$ cat src/rtl/writeback_stage.sv
// writeback_stage: final RV32I pipeline stage and the only writer of the
// register file's write port.
//
// The stage accepts one retiring instruction per valid/ready handshake. For a
// load it waits for the data-memory response, then aligns the data and sign- or
// zero-extends it. Every instruction produces exactly one commit cycle. In that
// cycle write_enable may pulse for one cycle, and retired_count advances by one.
//
// Ports
//   clk, rst_n                     clock, asynchronous active-low reset
//   in_valid / in_ready            handshake with the MEM stage
//   in_rd, in_wb_sel, in_alu_result, in_pc, in_funct3, in_addr_lo
//                                  instruction fields from the MEM stage
//   mem_rvalid, mem_rdata          data-memory load response
//   write_reg, write_enable, write_data
//                                  register-file write port (registered)
//   load_err                       one-cycle pulse for a misaligned or illegal load
//   retired_count                  instructions committed since reset
//
// State | meaning
// IDLE     | nothing in flight, ready for a new instruction
// WAIT_MEM | load accepted, waiting for mem_rvalid
// COMMIT   | write-port outputs valid this cycle, can accept the next instruction
module writeback_stage #(
    parameter int XLEN  = 32,
    parameter int CNT_W = 32
) (
    input  logic             clk,
    input  logic             rst_n,
    input  logic             in_valid,
    output logic             in_ready,
    input  logic [4:0]       in_rd,
    input  logic [1:0]       in_wb_sel,
    input  logic [XLEN-1:0]  in_alu_result,
    input  logic [XLEN-1:0]  in_pc,
    input  logic [2:0]       in_funct3,
    input  logic [1:0]       in_addr_lo,
    input  logic             mem_rvalid,
    input  logic [XLEN-1:0]  mem_rdata,
    output logic [4:0]       write_reg,
    output logic             write_enable,
    output logic [XLEN-1:0]  write_data,
    output logic             load_err,
    output logic [CNT_W-1:0] retired_count
);

    localparam logic [1:0] SEL_ALU  = 2'b00;
    localparam logic [1:0] SEL_LOAD = 2'b01;
    localparam logic [1:0] SEL_PC4  = 2'b10;

    typedef enum logic [1:0] {IDLE, WAIT_MEM, COMMIT} state_t;

    state_t state, state_nxt;

    logic [4:0] lat_rd, lat_rd_nxt;
    logic [2:0] lat_funct3, lat_funct3_nxt;
    logic [1:0] lat_addr_lo, lat_addr_lo_nxt;

    logic [4:0]       wreg_nxt;
    logic             we_nxt;
    logic [XLEN-1:0]  wdata_nxt;
    logic             err_nxt;
    logic [CNT_W-1:0] cnt_nxt;

    logic [7:0]      ld_byte;
    logic [15:0]     ld_half;
    logic [XLEN-1:0] ld_data;
    logic            ld_err;
    logic            accept;

    assign in_ready = (state != WAIT_MEM);
    assign accept   = in_valid && in_ready;

    // Load alignment works on the latched size/offset and the live memory word.
    always_comb begin
        ld_byte = mem_rdata[8*lat_addr_lo +: 8];
        ld_half = lat_addr_lo[1] ? mem_rdata[31:16] : mem_rdata[15:0];
        ld_data = '0;
        ld_err  = 1'b0;
        case (lat_funct3)
            3'b000: ld_data = {{(XLEN-8){ld_byte[7]}}, ld_byte};
            3'b100: ld_data = {{(XLEN-8){1'b0}}, ld_byte};
            3'b001: begin
                ld_data = {{(XLEN-16){ld_half[15]}}, ld_half};
                ld_err  = lat_addr_lo[0];
            end
            3'b101: begin
                ld_data = {{(XLEN-16){1'b0}}, ld_half};
                ld_err  = lat_addr_lo[0];
            end
            3'b010: begin
                ld_data = mem_rdata;
                ld_err  = (lat_addr_lo != 2'b00);
            end
            default: ld_err = 1'b1;
        endcase
    end

    always_comb begin
        state_nxt       = state;
        lat_rd_nxt      = lat_rd;
        lat_funct3_nxt  = lat_funct3;
        lat_addr_lo_nxt = lat_addr_lo;
        wreg_nxt        = write_reg;
        wdata_nxt       = write_data;
        we_nxt          = 1'b0;
        err_nxt         = 1'b0;
        cnt_nxt         = retired_count;

        case (state)
            IDLE, COMMIT: begin
                if (accept) begin
                    lat_rd_nxt      = in_rd;
                    lat_funct3_nxt  = in_funct3;
                    lat_addr_lo_nxt = in_addr_lo;
                    if (in_wb_sel == SEL_LOAD) begin
                        state_nxt = WAIT_MEM;
                    end else begin
                        // Non-loads commit straight from the accept edge.
                        state_nxt = COMMIT;
                        wreg_nxt  = in_rd;
                        case (in_wb_sel)
                            SEL_ALU: wdata_nxt = in_alu_result;
                            SEL_PC4: wdata_nxt = in_pc + XLEN'(4);
                            default: wdata_nxt = '0;
                        endcase
                        we_nxt  = (in_rd != 5'd0) && (in_wb_sel != 2'b11);
                        cnt_nxt = retired_count + CNT_W'(1);
                    end
                end else if (state == COMMIT) begin
                    state_nxt = IDLE;
                end
            end
            WAIT_MEM: begin
                if (mem_rvalid) begin
                    state_nxt = COMMIT;
                    wreg_nxt  = lat_rd;
                    wdata_nxt = ld_err ? '0 : ld_data;
                    we_nxt    = !ld_err && (lat_rd != 5'd0);
                    err_nxt   = ld_err;
                    cnt_nxt   = retired_count + CNT_W'(1);
                end
            end
            default: state_nxt = IDLE;
        endcase
    end

    always_ff @(posedge clk or negedge rst_n) begin
        if (!rst_n) begin
            state         <= IDLE;
            lat_rd        <= '0;
            lat_funct3    <= '0;
            lat_addr_lo   <= '0;
            write_reg     <= '0;
            write_enable  <= 1'b0;
            write_data    <= '0;
            load_err      <= 1'b0;
            retired_count <= '0;
        end else begin
            state         <= state_nxt;
            lat_rd        <= lat_rd_nxt;
            lat_funct3    <= lat_funct3_nxt;
            lat_addr_lo   <= lat_addr_lo_nxt;
            write_reg     <= wreg_nxt;
            write_enable  <= we_nxt;
            write_data    <= wdata_nxt;
            load_err      <= err_nxt;
            retired_count <= cnt_nxt;
        end
    end

endmodule

$ cat config.mk
export PLATFORM = sky130hd
export DESIGN_NAME = writeback_stage
export DESIGN_NICKNAME = d
export VERILOG_FILES = /design/src/rtl/writeback_stage.sv
export SDC_FILE = /design/constraint.sdc
export NUM_CORES = 1
export LEC_CHECK = 0
export CAP_MARGIN = 20
export CORE_ASPECT_RATIO = 0.8
export CORE_MARGIN = 1.5
export CORE_UTILIZATION = 45
export DETAILED_ROUTE_END_ITERATION = 8
export GPL_TIMING_DRIVEN = 0
export PLACE_DENSITY = 0.81
export SETUP_SLACK_MARGIN = 0.2
export SLEW_MARGIN = 20
export SYNTH_ARGS = -nofsm -noshare
export SYNTH_HDL_FRONTEND = slang
export SYNTH_SLANG_ARGS = --single-unit
$ cat constraint.sdc
create_clock -name clk -period 2.5 [get_ports clk]
set_input_delay 0.375 -clock clk [delete_from_list [all_inputs] [get_ports clk]]
set_output_delay 0.375 -clock clk [all_outputs]
set_load 0.03 [all_outputs]
==> results.md, run 1 <==
STA:
- The number of slew-limit violations in the final report came to 0.
- The final critical-path required period is 2.396 ns.
- The count of endpoints failing hold in the final timing report is 0.
- Timing would allow up to 417.3 MHz.
- For the pin with the worst max-slew slack, the measured transition is 1.012 ns.
- The share of the clock period used by the worst path after layout is 0.9585.
- In the final timing run, aggregate negative setup slack is 0 ns.
- Headroom to the max-slew limit came out at 0.3230.
- Setup repair after global routing could not meet its margin everywhere.
- Setup violations remaining at the end of the flow were counted as 0.
- The post-route clock skew is 0.005015 ns.
- The minimum setup slack in the final design is 0.1038 ns.

Synthesis:
- Counting flops with an async set or reset pin after synthesis yields a share of 1.000.
- The distinct cell type count of the synthesized netlist is 62.
- Summed over all instances, the cell type with the most area after synthesis is sky130_fd_sc_hd__dfrtp_1.
- For this run, the number of Yosys warnings is 0.
- The share of synthesized area in the top cell type comes to 0.4017.
- The top flip-flop cell by instance count after synthesis is sky130_fd_sc_hd__dfrtp_1.
- The synthesized netlist occupies a cell area of 5170 um2.
- By area the synthesized netlist is led by sky130_fd_sc_hd__dfrtp_1 (40%), sky130_fd_sc_hd__xnor2_1 (5.1%), sky130_fd_sc_hd__nand2_1 (4.3%), sky130_fd_sc_hd__mux2_2 (4.1%), sky130_fd_sc_hd__nor2_1 (3.0%).
- The post-synthesis sequential area ratio is 0.4017.
- The number of nets in the synthesized netlist is 682.
- The mean cell area of the mapped netlist is 9.102 um2.
- The number of enable flip-flop cells after synthesis is 0.
- The cell count after synthesis is 568.
- In this run, synthesis produced a sequential element count of 83.

Drt:
- Routed signal wires occupy layers up through met4.
- The total routed wire length on the met1 layer is 8543 um.
- The first routing iteration left 521 violations.
- For this block, the routed nets add up to 20110 um of wire.
- In the routed design, unresolved DRC markers number 0.
- In the final routed layout, each cell accounts on average for 22.01 um.
- Detailed routing placed a total of 2188 um of wire on met3.
- In the routed layout, each cell is associated on average with a via count of 6.128.
- The routed length on met2 is 8950 um.
- The count of vias placed by the detailed router is 5601.
- The iteration count of the initial detailed-routing pass is 5.
- The detail route stage leaves a number of antenna-violating nets equal to 0.

Setup path:
- The setup path with the least slack is of type reg2reg.
- The total buffers and inverters traversed by the critical path is 0.
- In this run the critical register-to-register path is captured at write_data[4].
- The depth of the most critical reg-to-reg path is 5.
- Traced cell by cell, the critical path runs through nor2b_1, o32ai_1, a222oi_1, o221ai_1, o21a_1.
- The startpoint identified for the worst register-to-register timing path is lat_addr_lo[0].
- For this design, the slowest cell found on the critical path is sky130_fd_sc_hd__o32ai_1.
- Broken down by cell family, the worst path's largest delay share belongs to compound AO/OA/AOI/OAI gates.
- The slack of the worst reg-to-reg path is 0.10 ns.
- The endpoint type of the worst setup path is a flip-flop.
- STA puts the critical path data required time at 2.78 ns.
- The delay contributed by the slowest stage of the critical path is 0.83 ns.
- In this run the worst path has a maximum fanout of 7.
- The startpoint kind of the worst setup timing path is a flip-flop.
- For the worst setup path, the data arrival time is 2.68 ns.
- Tracing the worst setup path back leads to its startpoint at lat_addr_lo[0].

Floorplan:
- The total die area is 12140 um2.
- The initial utilization of the core area, before any placement, comes to 0.4692.
- The placement row count is 34.
- After floorplanning, the core was sized to cover 11020 um2.
- The I/O pin total is 184.
- The floorplan step set the die height to 98.87 um.
- The width of the die is 122.8 um.

Placement:
- The number of placed cells counting well taps is 894.
- OpenSTA, run right after detailed placement, puts the worst setup slack at -0.5694 ns.
- The last weighted congestion value of the routability-driven placer is 0.9790.
- Input and output buffers added on the ports amount to 181.
- The wire-length estimate of the detail-placed layout is 15580 um.

Power:
- The analysis attributes to cell leakage a power of 3.108 nW.
- The total power divided by cell area is 658.4 nW/um2.
- The maximum ir drop on the vdd rail is 0.4100 mV.

Min path:
- The path class of the lowest-slack min-delay path is in2async.

CTS:
- The total number of clock tree sinks is 83.
- The clock transition at the registers of the reported paths is 0.06 ns.
- In this run the deepest clock path goes through 2 buffers.
- The source-to-sink clock delay at the later pin of the worst-skew pair is 0.34 ns.
- TritonCTS built the clock tree.
- Clock tree synthesis selected as its root buffer the cell sky130_fd_sc_hd__clkbuf_16.
- The deepest level of the CTS H-tree is 3.
- The CTS buffer count is 9.

Global route:
- The overflow left after global routing is 0.
- The initial antenna violation count is 1.
- The first global-routing pass estimated 30060 um of wire.
- The number of global-route vias before repair is 5320.
- The largest net degree at the start of global routing is 60.
- For this run, the total global-route usage over all layers was measured as 0.3329.

Layout:
- After the last flow step, the layout net total stands at 878.
- Leaving out fill and tap cells, the most frequent cell in the layout is sky130_fd_sc_hd__clkdlybuf4s50_1.
- The largest registers in the layout are retired_count: 32 flops, write_data: 32 flops.
- The library cells used most frequently in the layout, excluding fill and tap cells, are sky130_fd_sc_hd__clkdlybuf4s50_1 (166), sky130_fd_sc_hd__dfrtp_1 (83), sky130_fd_sc_hd__nand2_1 (59).
- Compared with the post-synthesis result, the final layout area differs by 49.83%.
- The finished layout holds 914 standard cells, fillers aside.
- The number of filler instances in the final layout is 860.
- The share of final-layout standard cells stronger than drive strength 1 is 0.1144.

Outcome:
- The run finished with clean final reports.

Job:
- The number of max-cap violations is 0.
-- worst register-to-register path: cells and delay by family (launching register included) --
kind,cells,cell delay [ns]
compound gates,4,1.66
flops,1,0.47
simple gates,1,0.21
-- timing repair --
item,CTS,global route
setup buffers,0,2
pin swaps,1,2
setup endpoints to repair,30,28
hold buffers,1,0
gates resized for setup,28,26
endpoints found under the hold margin,24,0
-- metal layers --
layer	track usage	vias to the layer above
met5	0	-
met4	0.1145	0
met3	0.1042	37
met2	0.4863	328
met1	0.4661	2724
li1	-	2512
-- how the worst max path moves through the flow --
stage	to	slack, ns	cells after the start
floorplan	retired_count[27]	0.42	5
global placement	write_data[24]	-1.86	1
detailed placement	write_data[23]	-0.57	6
CTS	in_ready	0.13	4
global route	write_data[23]	0.16	7
finish	write_data[4]	0.10	5
-- layout make-up --
cell class,instances,area (um2),area share
multi-input combinational,440,3043,0.3928
tap,144,180.2,0.02326
sequential,83,2077,0.2681
clock inverter,7,127.6,0.01648
timing repair buffer,185,1874,0.2420
clock buffer,9,225.2,0.02907
buffer,36,181.4,0.02342
antenna,1,2.502,0.0003230
inverter,9,35.03,0.004523
-- synthesized netlist by cell type, types with 8 or more instances --
master                      n
sky130_fd_sc_hd__mux2_2    19
sky130_fd_sc_hd__nand3_1   29
sky130_fd_sc_hd__a22oi_1   12
sky130_fd_sc_hd__dfrtp_1   83
sky130_fd_sc_hd__mux2i_1   14
sky130_fd_sc_hd__a21oi_1   27
sky130_fd_sc_hd__inv_1      8
sky130_fd_sc_hd__nor3_1    14
sky130_fd_sc_hd__and3_1    13
sky130_fd_sc_hd__xnor2_1   30
sky130_fd_sc_hd__xor2_1    13
sky130_fd_sc_hd__o21ai_0   30
sky130_fd_sc_hd__nand4_1   15
sky130_fd_sc_hd__clkbuf_1  19
sky130_fd_sc_hd__nor2b_1    9
sky130_fd_sc_hd__nand2_1   59
sky130_fd_sc_hd__buf_2     10
sky130_fd_sc_hd__a31oi_1   11
sky130_fd_sc_hd__a211oi_1   8
sky130_fd_sc_hd__nor2_1    41
-- report_power, final --
group | internal, W | switching [W]
Clock | 0.000994 | 0.000592
Combinational | 0.000778 | 0.00101
Sequential | 0.00154 | 0.000184
-- through the flow --
step	hold slack [ns]	util	area (um2)	power [W]
final	0.4779	0.7030	7746	0.005100
after floorplan	0.07941	-	5170	0.002627
after CTS	0.4844	0.6921	7626	0.005073
after detailed placement	0.3076	0.6523	7187	0.003470
after global placement	0.4613	0.6500	7162	0.003436
after global routing	0.4971	0.7028	7744	0.005294
-- logic make-up (layout without fill, tap and decap cells) --
family	count (synthesis)	in the layout	synth area share
and+or+nand+nor	218	218	0.2181
AOI/OAI and AO/OA	143	143	0.1905
DFF	83	83	0.4017
buffers and inverters	45	246	0.03921
xor gates and xnor gates	43	43	0.07285
muxes	34	34	0.07285
adders and majority gates	2	2	0.004839
other	0	1	0
Power figures use the tool's default switching activity.
==> run 2: changes to the inputs <==
--- a/config.mk
+++ b/config.mk
@@ -11,6 +11,7 @@
 export CORE_UTILIZATION = 45
 export DETAILED_ROUTE_END_ITERATION = 8
 export GPL_TIMING_DRIVEN = 0
+export MAX_ROUTING_LAYER = met4
 export PLACE_DENSITY = 0.81
 export SETUP_SLACK_MARGIN = 0.2
 export SLEW_MARGIN = 20
==> run 2 against run 1 <==
  * Global-route usage increased by 1.2 points
  * First-iteration DRC count rose by 29%
  * Sequential cell count unchanged
  * Die area did not move
  * Critical endpoint is now write_data[6]
  * Worst setup slack improved by 0.14 ns
  * Routed wire length rose by 1.1%
  * Critical path depth rose by 2
  * Clock skew hardly changed
  * Clock power is 13% lower
  * Via count is 0.62% lower
==> results.md, run 2 (synthesis gave the netlist of run 1 again) <==
Outcome:
- The flow ran to the end, and the final reports show no timing, DRC or antenna violations.

Global route:
- The first-pass GRT wire length is 30390 um (+1.1%).
- The overflow left after global routing was 0 (unchanged).
- The met3 track demand over resource in global routing is 0.06539 (-0.03877).
- The initial antenna violation count is 0 (-1).
- The busiest layer in global routing is met2.
- The all-layer global routing usage was 0.3451 (+0.01219).
- The largest net degree at the start of global routing is 60 (unchanged).
- The met1 demand-to-capacity share in global routing is 0.4867 (+0.02056).
- The number of global-route vias before repair is 5338 (+0.34%).
- The global routing met2 resource utilization is 0.5115 (+0.02521).

STA:
- The worst hold slack after final layout came to 0.4780 ns (+0.00006500 ns).
- The post-route clock skew is 0.004888 ns (-0.0001268 ns).
- The share of the clock period used by the worst path after layout is 0.9042 (-0.05429).
- The headroom to the max-slew limit came to 0.5396 (+0.2166).
- The total setup violations reported at the end of the flow is 0 (unchanged).
- The number of slew-limit violations in the final report is 0 (unchanged).
- Setup repair after global routing could not meet its margin everywhere.
- The minimum setup slack in the final design was 0.2396 ns (+0.1357 ns).
- The count of endpoints failing hold in the final timing report is 0 (unchanged).
- The achievable frequency was 442.4 MHz (+6.0%).
- The final critical-path required period is 2.260 ns (-0.1357 ns).
- The slew of the pin with the lowest slew margin is 0.6906 ns (-0.3217 ns).

Drt:
- The routed wire length is 20340 um (+1.1%).
- The post-detailed-route count of antenna-violating nets is 0 (unchanged).
- The count of vias placed by the detailed router was 5566 (-0.62%).
- The per-cell via count in the routed design came to 6.083 (-0.73%).
- The routed wirelength normalized by instance count is 22.23 um (+1.0%).
- The number of remaining DRC errors was 0 (unchanged).
- The number of DRC markers after the initial detailed-route iteration came to 672 (+29%).
- The iteration count of the initial detailed-routing pass is 8 (+3).

CTS:
- The total number of clock tree sinks was 83 (unchanged).
- The clock tree root buffer cell is sky130_fd_sc_hd__clkbuf_16.
- The source-to-sink clock delay at the later pin of the worst-skew pair is 0.34 ns (about the same).
- The deepest level of the CTS H-tree is 3 (unchanged).
- The TritonCTS clock tree is built.
- The clock transition at the registers of the reported paths came to 0.06 ns (about the same).
- The clock tree buffer depth is 2 (unchanged).
- The CTS buffer count is 9 (unchanged).

Job:
- The number of max-cap violations is 0 (unchanged).

Setup path:
- The critical path in this run is classified as reg2reg.
- The startpoint kind of the worst setup timing path is a flip-flop.
- The endpoint type of the worst setup path is a flip-flop.
- The data arrival time of the worst path came to 2.46 ns (-0.22 ns).
- The slack of the worst reg-to-reg path is 0.24 ns (+0.14 ns).
- The worst endpoint required time is 2.70 ns (-0.08 ns).
- The highest fanout seen on the critical path came to 10 (+3).

Floorplan:
- The I/O pin total is 184 (unchanged).
- The total die area is 12140 um2 (unchanged).
- The placement row count was 34 (unchanged).
- The width of the die is 122.8 um (unchanged).
- The standard cell core area came to 11020 um2 (unchanged).
- The effective utilization at floorplan is 0.4692 (unchanged).
- The height of the chip is 98.87 um (unchanged).

Layout:
- The footprint of the multi-input gates is 3050 um2 (+0.25%).
- The share of final-layout standard cells stronger than drive strength 1 is 0.1206 (+0.006188).
- The final core area utilization is 0.7003 (-0.002725).
- The antenna diode count came to 0 (-1).
- The largest registers in the layout are retired_count: 32 flops, write_data: 32 flops.
- The count of non-filler cells in the finished layout came to 915 (+0.11%).
- The net count reported at finish is 880 (+0.23%).
- Compared with the post-synthesis result, the final layout area differs by 49.25%.
- The area used by sequential logic in the layout was 2077 um2 (unchanged).
- The number of filler instances in the final layout is 861 (+0.12%).
- Leaving out fill and tap cells, the most frequent cells in the layout are sky130_fd_sc_hd__clkdlybuf4s50_1 (167), sky130_fd_sc_hd__dfrtp_1 (83), sky130_fd_sc_hd__nand2_1 (59).
- The library cell used most frequently in the layout, excluding fill and tap cells, is sky130_fd_sc_hd__clkdlybuf4s50_1.

Power:
- The sum of internal, switching and leakage power came to 0.004919 W (-3.6%).
- The total power divided by cell area came to 637.5 nW/um2 (-3.2%).
- The maximum ir drop on the vdd rail is 0.4851 mV (+18%).
- The static leakage is 3.066 nW (-1.4%).

Placement:
- The setup slack at placement is -0.5420 ns (+0.02743 ns).
- The number of placed cells counting well taps is 894 (unchanged).
- The HPWL after detailed placement came to 15480 um (-0.65%).
- The last weighted congestion value of the routability-driven placer came to 0.9978 (+1.9%).
- The port buffer count was 181 (unchanged).

Min path:
- The path class of the lowest-slack min-delay path is reg2reg.
## run 2: layout make-up
class | count | area share
multi-input combinational | 440 | 0.3953
sequential | 83 | 0.2692
timing repair buffer | 187 | 0.2431
clock buffer | 10 | 0.03097
buffer | 36 | 0.02416
tap | 144 | 0.02335
clock inverter | 6 | 0.009405
inverter | 9 | 0.004540
## run 2: layer usage
layer,up-vias,share of wire
met5,-,0
met4,0,0.020
met3,35,0.098
met2,320,0.45
met1,2699,0.43
li1,2512,-
## run 2: path summary, 6_finish.rpt
path	startpoint	end	cells after the start
worst max-delay path	lat_funct3[0]	write_data[6]	7
worst min-delay path	retired_count[31]	retired_count[31]	1
worst max register to register	lat_funct3[0]	write_data[6]	7
worst min register to register	retired_count[31]	retired_count[31]	1
max in group asynchronous	rst_n	write_reg[4]	3
min in group asynchronous	rst_n	retired_count[7]	2
## run 2: worst max-delay path, cell delays in order (launching register included)
cell                        delay (ns)
sky130_fd_sc_hd__dfrtp_1          0.35
sky130_fd_sc_hd__buf_2            0.25
sky130_fd_sc_hd__a21oi_1          0.13
sky130_fd_sc_hd__o21ai_0          0.27
sky130_fd_sc_hd__clkbuf_4         0.28
sky130_fd_sc_hd__clkbuf_2         0.32
sky130_fd_sc_hd__a2bb2oi_1        0.39
sky130_fd_sc_hd__a21oi_1          0.12
## run 2: what timing repair did
action | in CTS | in global routing
pin swaps | 0 | 4
buffers inserted | 0 | 4
setup endpoints to repair | 32 | 35
endpoints found under the hold margin | 24 | 0
resized for setup | 30 | 29
hold buffers | 1 | 0
## run 2: power breakdown
part | internal [W] | total (W) | switching, W
Sequential | 0.00154 | 0.00173 | 0.000185
Combinational | 0.000785 | 0.00180 | 0.00102
Clock | 0.000814 | 0.00139 | 0.000575
## run 2: through the flow
step | area [um2] | setup TNS [ns]
2_1_floorplan | 5170 | 0
6_report | 7716 | 0
4_1_cts | 7585 | 0
5_1_grt | 7716 | 0
3_5_place_dp | 7187 | -7.853
3_3_place_gp | 7162 | -159.98
==> run 3: changes to the inputs <==
--- a/config.mk
+++ b/config.mk
@@ -13,6 +13,7 @@
 export GPL_TIMING_DRIVEN = 0
 export MAX_ROUTING_LAYER = met4
 export PLACE_DENSITY = 0.81
+export REMOVE_ABC_BUFFERS = 1
 export SETUP_SLACK_MARGIN = 0.2
 export SLEW_MARGIN = 20
 export SYNTH_ARGS = -nofsm -noshare
==> run 3 against run 2 <==
  * Global-route usage decreased by 3.6 points
  * Clock power decreased by 7%
  * Via count decreased by 1.8%
  * Die area unchanged
  * Routed wire length decreased by 10%
  * Worst hold slack got worse by 0.0041 ns
  * Critical endpoint is now write_data[28]
==> results.md, run 3 (synthesis gave the netlist of run 1 again) <==
Outcome:
- The run finished with clean final reports.

STA:
- The final critical-path required period is 2.251 ns (-0.009817 ns).
- Setup repair after global routing left no endpoint under its margin.
- The count of endpoints failing hold in the final timing report is 0 (unchanged).
- The post-route clock skew is 0.01317 ns (+0.008285 ns).
- The worst hold slack after final layout is 0.4739 ns (-0.004091 ns).
- The headroom to the max-slew limit is 0.4492 (-0.09039).
- The slew of the pin with the lowest slew margin is 0.8226 ns (+0.1320 ns).
- The share of the clock period used by the worst path after layout is 0.9002 (-0.003927).
- The total setup violations reported at the end of the flow is 0 (unchanged).
- The total negative setup slack came to 0 ns (unchanged).
- The number of slew-limit violations in the final report is 0 (unchanged).
- The achievable frequency is 444.3 MHz (+0.44%).

Setup path:
- The slack of the worst reg-to-reg path is 0.30 ns (+0.06 ns).
- The worst setup path is captured at a flip-flop.
- The data arrival time of the worst path came to 2.47 ns (about the same).
- The class of the most critical setup path is in2reg.
- The worst endpoint required time is 2.72 ns (+0.02 ns).
- The startpoint kind of the worst setup timing path is an input port.
- The highest fanout seen on the critical path is 8 (-2).

Layout:
- The area used by sequential logic in the layout is 2079 um2 (+0.12%).
- The number of filler instances in the final layout was 873 (+1.4%).
- The share of final-layout standard cells stronger than drive strength 1 is 0.1121 (-0.008473).
- The largest registers in the layout are retired_count: 32 flops, write_data: 32 flops.
- Leaving out fill and tap cells, the most frequent cell in the layout is sky130_fd_sc_hd__clkdlybuf4s50_1.
- In the layout the commonest cells are sky130_fd_sc_hd__clkdlybuf4s50_1 (177), sky130_fd_sc_hd__dfrtp_1 (81), sky130_fd_sc_hd__nand2_1 (59).
- The antenna diode count is 0 (unchanged).
- The net count reported at finish is 858 (-2.5%).
- The layout overhead on the synthesized area is 47.39%.
- The footprint of the multi-input gates is 3035 um2 (-0.49%).

CTS:
- The CTS buffer count is 9 (unchanged).
- The total number of clock tree sinks was 83 (unchanged).
- The clock tree root buffer cell is sky130_fd_sc_hd__clkbuf_16.
- The clock tree buffer depth is 2 (unchanged).
- The clock transition at the registers of the reported paths came to 0.07 ns (about the same).
- The source-to-sink clock delay at the later pin of the worst-skew pair came to 0.34 ns (about the same).
- TritonCTS built the clock tree.
- The deepest level of the CTS H-tree came to 3 (unchanged).

Placement:
- The last weighted congestion value of the routability-driven placer is 0.9995 (+0.17%).
- The HPWL after detailed placement came to 13210 um (-15%).
- The port buffer count is 183 (+1.1%).

Drt:
- The count of vias placed by the detailed router came to 5467 (-1.8%).
- The number of DRC markers after the initial detailed-route iteration is 587 (-13%).
- The post-detailed-route count of antenna-violating nets is 0 (unchanged).
- The iteration count of the initial detailed-routing pass was 5 (-3).
- The per-cell via count in the routed design is 6.122 (+0.64%).
- The routed wirelength normalized by instance count came to 20.49 um (-7.8%).
- The number of remaining DRC errors came to 0 (unchanged).
- The routed wire length came to 18300 um (-10%).

Floorplan:
- The effective utilization at floorplan is 0.4692 (unchanged).
- The placement row count is 34 (unchanged).
- The standard cell core area is 11020 um2 (unchanged).
- The I/O pin total was 184 (unchanged).
- The width of the die was 122.8 um (unchanged).
- The total die area is 12140 um2 (unchanged).
- The height of the chip is 98.87 um (unchanged).

Global route:
- The first-pass GRT wire length is 27880 um (-8.3%).
- The all-layer global routing usage was 0.3092 (-0.03592).
- The overflow left after global routing is 0 (unchanged).
- The largest net degree at the start of global routing is 56 (-6.7%).
- The initial antenna violation count was 0 (unchanged).
- The number of global-route vias before repair was 5140 (-3.7%).

Job:
- The number of max-cap violations was 0 (unchanged).

Power:
- The maximum ir drop on the vdd rail was 0.4270 mV (-12%).
- The static leakage is 2.968 nW (-3.2%).
- The sum of internal, switching and leakage power came to 0.004776 W (-2.9%).
- The total power divided by cell area is 626.8 nW/um2 (-1.7%).

Min path:
- The path class of the lowest-slack min-delay path is reg2reg.
run 3: cell count changes in the layout (fill, tap and decap cells not counted), moves of 3 or more:
cell,previous run,this run
sky130_fd_sc_hd__clkbuf_4,4,0
sky130_fd_sc_hd__a211oi_1,5,8
sky130_fd_sc_hd__buf_2,11,1
sky130_fd_sc_hd__buf_4,6,12
sky130_fd_sc_hd__a211oi_2,3,0
sky130_fd_sc_hd__clkdlybuf4s50_1,167,177
sky130_fd_sc_hd__clkbuf_1,12,0
sky130_fd_sc_hd__dlygate4sd2_1,9,1
sky130_fd_sc_hd__clkbuf_2,4,0
run 3: metrics by stage:
step	instances	utilization	cell area (um2)	setup slack, ns
floorplan	532	-	5001	-0.8960
global placement	859	0.6365	7013	-3.598
detailed placement	863	0.6447	7103	-1.209
CTS	888	0.6826	7521	0.1979
global route	893	0.6916	7620	0.1977
finish	893	0.6916	7620	0.2494
run 3: final timing paths:
path,from,to,cells after the start
hold / removal,retired_count[31],retired_count[31],1
hold reg to reg,retired_count[31],retired_count[31],1
min in group asynchronous,rst_n,retired_count[9],2
setup / recovery,in_pc[5],write_data[28],6
max in group asynchronous,rst_n,lat_funct3[2],3
setup reg to reg,retired_count[6],retired_count[27],5
run 3: critical path: stages:
cell and delay [ns]:
sky130_fd_sc_hd__clkdlybuf4s50_1 0.66, sky130_fd_sc_hd__nand4_2 0.22, sky130_fd_sc_hd__or4_4 0.61, sky130_fd_sc_hd__nor3_1 0.28, sky130_fd_sc_hd__mux2i_1 0.22, sky130_fd_sc_hd__o21ai_0 0.10
run 3: final cells by class:
cell class,instances,share of cell area
Sequential cell,83,0.2729
Multi-Input combinational cell,442,0.3984
Timing Repair Buffer,199,0.2621
Inverter,9,0.005419
Clock buffer,10,0.03136
Tap cell,144,0.02365
Clock inverter,6,0.006240
run 3: repair_timing:
action / in CTS / in global routing
resized for setup: 12 / 17
setup endpoints to repair: 72 / 33
buffers inserted: 6 / 5
endpoints found under the hold margin: 28 / 0
pin swaps: 3 / 2
cloned: 2 / 0
hold buffers: 1 / 0
run 3: report_power, final:
part / total, W / switching, W / internal, W
combinational: 0.00172 / 0.000929 / 0.000788
sequential: 0.00177 / 0.000227 / 0.00154
clock: 0.00129 / 0.000577 / 0.000711
run 3: layer usage:
metal  up-vias  track usage  part of all wire
li1       2468            -                 -
met1      2626       0.4187              0.42
met2       331       0.4688              0.46
met3        42      0.06019             0.095
met4         0      0.09392             0.024
met5         -            -                 0
==> RTL change 1, RTL diff (config.mk and constraints of run 1) <==
`write_data` no longer has a reset.
--- a/src/rtl/writeback_stage.sv
+++ b/src/rtl/writeback_stage.sv
@@ -153,7 +153,6 @@
             lat_addr_lo   <= '0;
             write_reg     <= '0;
             write_enable  <= 1'b0;
-            write_data    <= '0;
             load_err      <= 1'b0;
             retired_count <= '0;
         end else begin
@@ -163,11 +162,14 @@
             lat_addr_lo   <= lat_addr_lo_nxt;
             write_reg     <= wreg_nxt;
             write_enable  <= we_nxt;
-            write_data    <= wdata_nxt;
             load_err      <= err_nxt;
             retired_count <= cnt_nxt;
         end
     end
 
+    always_ff @(posedge clk) begin
+        write_data <= wdata_nxt;
+    end
+
 endmodule
 
Check against the original RTL: not equivalent (a bounded check fails within 4 cycles, from zero or initial values and one cycle with rst_n low).
==> RTL change 1 against run 1 <==
Total power is 15% lower. First-iteration DRC count increased by 31%. Synthesized area shrank 6.1%. Wire length fell by 18%. Combinational power down 25%. Via count shrank 9.7%. Sequential cell count stayed put. Global-route usage down 4.7 points. Final area down 3.8%. Count of clock-buffer cells in the layout up 2. Setup slack gained 0.10 ns. Maximum frequency up 4.4%. Largest power group is now registers.
==> RTL change 1: results (changes against run 1) <==
stage,metric,value,unit,change
power_and_ir_drop,Internal,2910,uW,-12%
placed_design,Placed Instances,834,,-6.7%
global_route,GRT Overall Usage,28.6,%,-4.7 points
drt,WL met3,1.64,mm,-25%
layout,diode count,0,,-1
placed_design,I/O Buffers,182,,+0.55%
critical_path,R2R Path End,write_data[12],,
critical_path,beginning of the critical path,in_pc[14],,
drt,drt total wl,16.6,mm,-18%
critical_path,worst reg2reg startpoint,lat_funct3[0],,
layout,fin cells,859,,-6.0%
layout,count of multi-input gates,388,,-12%
critical_path,Worst R2R Path Depth,7,,+2
critical_path,Crit Path Max Fanout,6,,-1
critical_path,CP max stage delay,0.51,ns,-0.32 ns
drt,1st-iter DRT viols,684,,+31%
global_route,pin count of the biggest net entering global routing,42,,-30%
layout,clock-cell share of area,3.98,%,-0.58 points
drt,Post-Route M1 WL,6.92,mm,-19%
synth,async set-reset flop share out of synthesis,61.4,%,-39 points
power_and_ir_drop,Max VDD drop,371,uV,-9.4%
global_route,initial antenna violation count,0,,-1
outcome,status,"complete, no violations",,
placed_design,hpwl dp,12.4,mm,-20%
placed_design,DP Area,6870,um2,-4.4%
layout,clock buffers,11,,+2
critical_path,Worst EP arrival,2.36,ns,-0.32 ns
layout,number of signal-net inverters in the final layout,15,,+6
power_and_ir_drop,Leakage Power,0.00292,uW,-6.1%
global_route,vias in the first global route,4700,,-12%
die,Core Region,10400,um2,-5.9%
placed_design,routability congestion estimate,0.996,,+1.7%
critical_path,Worst path slowest cell,clkdlybuf4s50_1,,
layout,Syn-to-layout area delta,53.6,%,
synth,sequential cell area fraction in the yosys report,46.1,%,+5.9 points
placed_design,pre-CTS setup slack,-0.594,ns,-0.0242 ns
critical_path,"CP delay by family, top",buffers and inverters,,
synth,Compound-Gate Fraction of Synth Area,13.9,%,-5.1 points
sta,Worst-Margin Slew,0.592,ns,-0.421 ns
layout,Filler cells,736,,-14%
critical_path,crit path to,write_data[22],,
layout,layout cells sized above 1,11.3,%,-0.18 points
synth,area share of xor/xnor cells in the synthesized design,10.5,%,+3.2 points
sta,min cycle time layout,2.29,ns,-0.102 ns
[RTL change 1: cell count changes after synthesis, moves of 8 or more]
| cell | before | now |
|---|---|---|
| xnor2_1 | 30 | 47 |
| nor2_1 | 41 | 29 |
| and3_1 | 13 | 4 |
| buf_2 | 10 | 2 |
| o221ai_1 | 5 | 16 |
| nand2_1 | 59 | 77 |
| dfrtp_1 | 83 | 51 |
| a22oi_1 | 12 | 3 |
| mux2_2 | 19 | 7 |
| nor3b_1 | 2 | 11 |
| nand3_1 | 29 | 19 |
| edfxtp_1 | 0 | 32 |
| o21ai_0 | 30 | 19 |
[RTL change 1: what timing repair did]
action	4_1_cts	5_1_grt
setup buffers	3	6
setup endpoints to repair	64	35
gates resized for setup	17	45
pin swaps	7	6
hold buffers	0	0
[RTL change 1: layer usage]
metal	vias to the layer above	global-route usage, %
li1	2282	-
met1	2436	39.5
met2	303	45.3
met3	36	5.63
met4	0	9.74
met5	-	0
==> RTL change 2, RTL diff (flow settings as in run 1) <==
Without the edit above. The parameter `XLEN` goes from 32 to 64.
--- a/src/rtl/writeback_stage.sv
+++ b/src/rtl/writeback_stage.sv
@@ -22,7 +22,7 @@
 // WAIT_MEM | load accepted, waiting for mem_rvalid
 // COMMIT   | write-port outputs valid this cycle, can accept the next instruction
 module writeback_stage #(
-    parameter int XLEN  = 32,
+    parameter int XLEN  = 64,
     parameter int CNT_W = 32
 ) (
     input  logic             clk,
Interface: changed (resized in_alu_result, in_pc, mem_rdata and write_data); port bits go from 184 to 312. No check against the original RTL was run, so the function may have changed too.
==> RTL change 2 against run 1 <==
Maximum frequency up 0.80%. Die area rose by 45%. Final area up 57%. Total power up 52%. Count of clock-buffer cells in the layout is 10 higher. Setup slack improved by 0.019 ns. Synthesized area grew 47%. Sequential cell count is 32 higher. Largest cell class unchanged. Sequential share of layout area is 3.2 points lower. Global-route usage rose by 8.3 points. Wire length grew 84%. Critical path type unchanged. Clock power is 49% higher. The flow now finishes with violations (DRC).
==> RTL change 2: results (changes against run 1) <==
stage,metric,value,unit,change
placed_design,hpwl dp,27.8,mm,+78%
critical_path,Crit Path Max Fanout,8,,+1
clock_tree,Clock Pin Slew Worst Setup and Hold Paths,0.06,ns,about the same
drt,# DRC,14,,+14
critical_path,Worst R2R Setup Slack,0.12,ns,+0.02 ns
power_and_ir_drop,Max VDD drop,367,uV,-11%
global_route,vias in the first global route,9149,,+72%
placed_design,DP Area,11000,um2,+53%
synth,distinct cell type count after synthesis,66,,+6.5%
min_path,Hold Path Class,reg2reg,,
clock_tree,Clock Root Buffer,clkbuf_16,,
layout,Largest regs,"write_data: 64 flops, retired_count: 32 flops",,
drt,post-route ant nets,0,,unchanged
global_route,pin count of the biggest net entering global routing,64,,+6.7%
drt,drt total wl,37.0,mm,+84%
drt,First-pass DRT Iterations,9,,+4
clock_tree,H-tree Lvls,4,,+1
outcome,failing checks,DRC,,
synth,synth warn,0,,unchanged
synth,main area contributors after synthesis,"dfrtp_1, nand2_1, a21oi_1",,
critical_path,Worst EP arrival,2.68,ns,about the same
global_route,initial antenna violation count,2,,+1
sta,Worst-Margin Slew,0.701,ns,-0.311 ns
drt,1st-iter DRT viols,1268,,+140%
global_route,GRT Overall Usage,41.6,%,+8.3 points
sta,Fin. Hold Viols,0,,unchanged
sta,FMAX,421,MHz,+0.80%
sta,minimum hold slack,0.482,ns,+0.00377 ns
placed_design,routability congestion estimate,1.02,,+4.7%
layout,Filler cells,1301,,+51%
layout,"Net count, final",1471,,+68%
synth,Synth top cells by count,"dfrtp_1, nand2_1, nor2_1",,
layout,layout cells sized above 1,13.7,%,+2.2 points
outcome,status,"finished, violations left",,
global_route,first-pass GRT wire length,54.7,mm,+82%
sta,Fin Clk Skew,0.00626,ns,+0.00124 ns
synth,Synthesized Nets,1107,,+62%
placed_design,I/O Buffers,310,,+71%
synth,sequential cell area fraction in the yosys report,37.9,%,-2.2 points
synth,async set-reset flop share out of synthesis,100,%,unchanged
clock_tree,CTS max path bufs,2,,unchanged
drt,via-per-instance ratio,6.43,,+4.9%
clock_tree,CTS Buf Count,17,,+8
clock_tree,later-pin clock latency in the skew report,0.43,ns,+0.09 ns
power_and_ir_drop,Leakage Power,0.00485,uW,+56%
placed_design,pre-CTS setup slack,-0.777,ns,-0.207 ns
[RTL change 2: cells by family after synthesis]
kind of cell / after synthesis / synth area share [%]
xor gates and xnor gates: 68 / 7.85
AOI/OAI and AO/OA: 259 / 23.6
buffers and inverters: 69 / 3.60
and+or+nand+nor: 371 / 24.7
DFF: 115 / 37.9
adders and majority gates: 2 / 0.330
muxes: 13 / 2.01
[RTL change 2: final timing paths]
path	start	to	cells after the start
worst min register to register	retired_count[24]	retired_count[24]	1
min in group asynchronous	rst_n	retired_count[24]	2
worst min-delay path	retired_count[24]	retired_count[24]	1
worst max register to register	lat_funct3[0]	write_data[0]	7
worst max-delay path	lat_funct3[0]	write_data[0]	7
max in group asynchronous	rst_n	lat_addr_lo[1]	3
[RTL change 2: worst max-delay path, stage by stage (launching register included)]
cell      delay (ns)
dfrtp_1         0.32
clkbuf_2        0.29
nor2_1          0.15
and2_1          0.20
clkbuf_1        0.22
a222oi_1        0.65
o221ai_1        0.26
o21a_1          0.17
[RTL change 2: repair_timing]
| item | CTS | global route |
|---|---|---|
| setup endpoints to repair | 86 | 75 |
| setup buffers | 16 | 17 |
| pin swaps | 15 | 11 |
| resized for setup | 110 | 71 |
| endpoints found under the hold margin | 62 | 0 |
| gates cloned | 0 | 0 |
| hold buffers | 1 | 0 |
[RTL change 2: per-stage QoR]
step	std cells	TNS, ns	utilization (%)
after floorplan	897	0	-
after CTS	1477	0	72.1
after global placement	1427	-452.91	66.4
final	1496	0	73.8
after detailed placement	1428	-54.31	66.6
after global routing	1496	0	73.8
[RTL change 2: where the power goes]
| group | internal, uW | switching, uW | leakage [uW] |
|---|---|---|---|
| logic | 1260 | 1690 | 0.00314 |
| clock network | 1400 | 966 | 0.000267 |
| registers | 2170 | 256 | 0.00144 |
| total | 4840 | 2910 | 0.00485 |
[RTL change 2: metal layers]
metal / wire length, um / vias up / global-route usage, %
li1: - / 4121 / -
met1: 13800 / 4523 / 54.7
met2: 16100 / 831 / 61.8
met3: 5270 / 146 / 13.6
met4: 1810 / 0 / 19.4
met5: 0 / - / 0
[RTL change 2: final cells by class]
cell class	instances	share of cell area, %
Clock inverter	13	1.04
Tap cell	220	2.26
Antenna cell	2	0.0411
Buffer	56	2.63
Sequential cell	115	23.7
Multi-Input combinational cell	713	38.5
Timing Repair Buffer	345	27.9
Inverter	13	0.421
Clock buffer	19	3.64
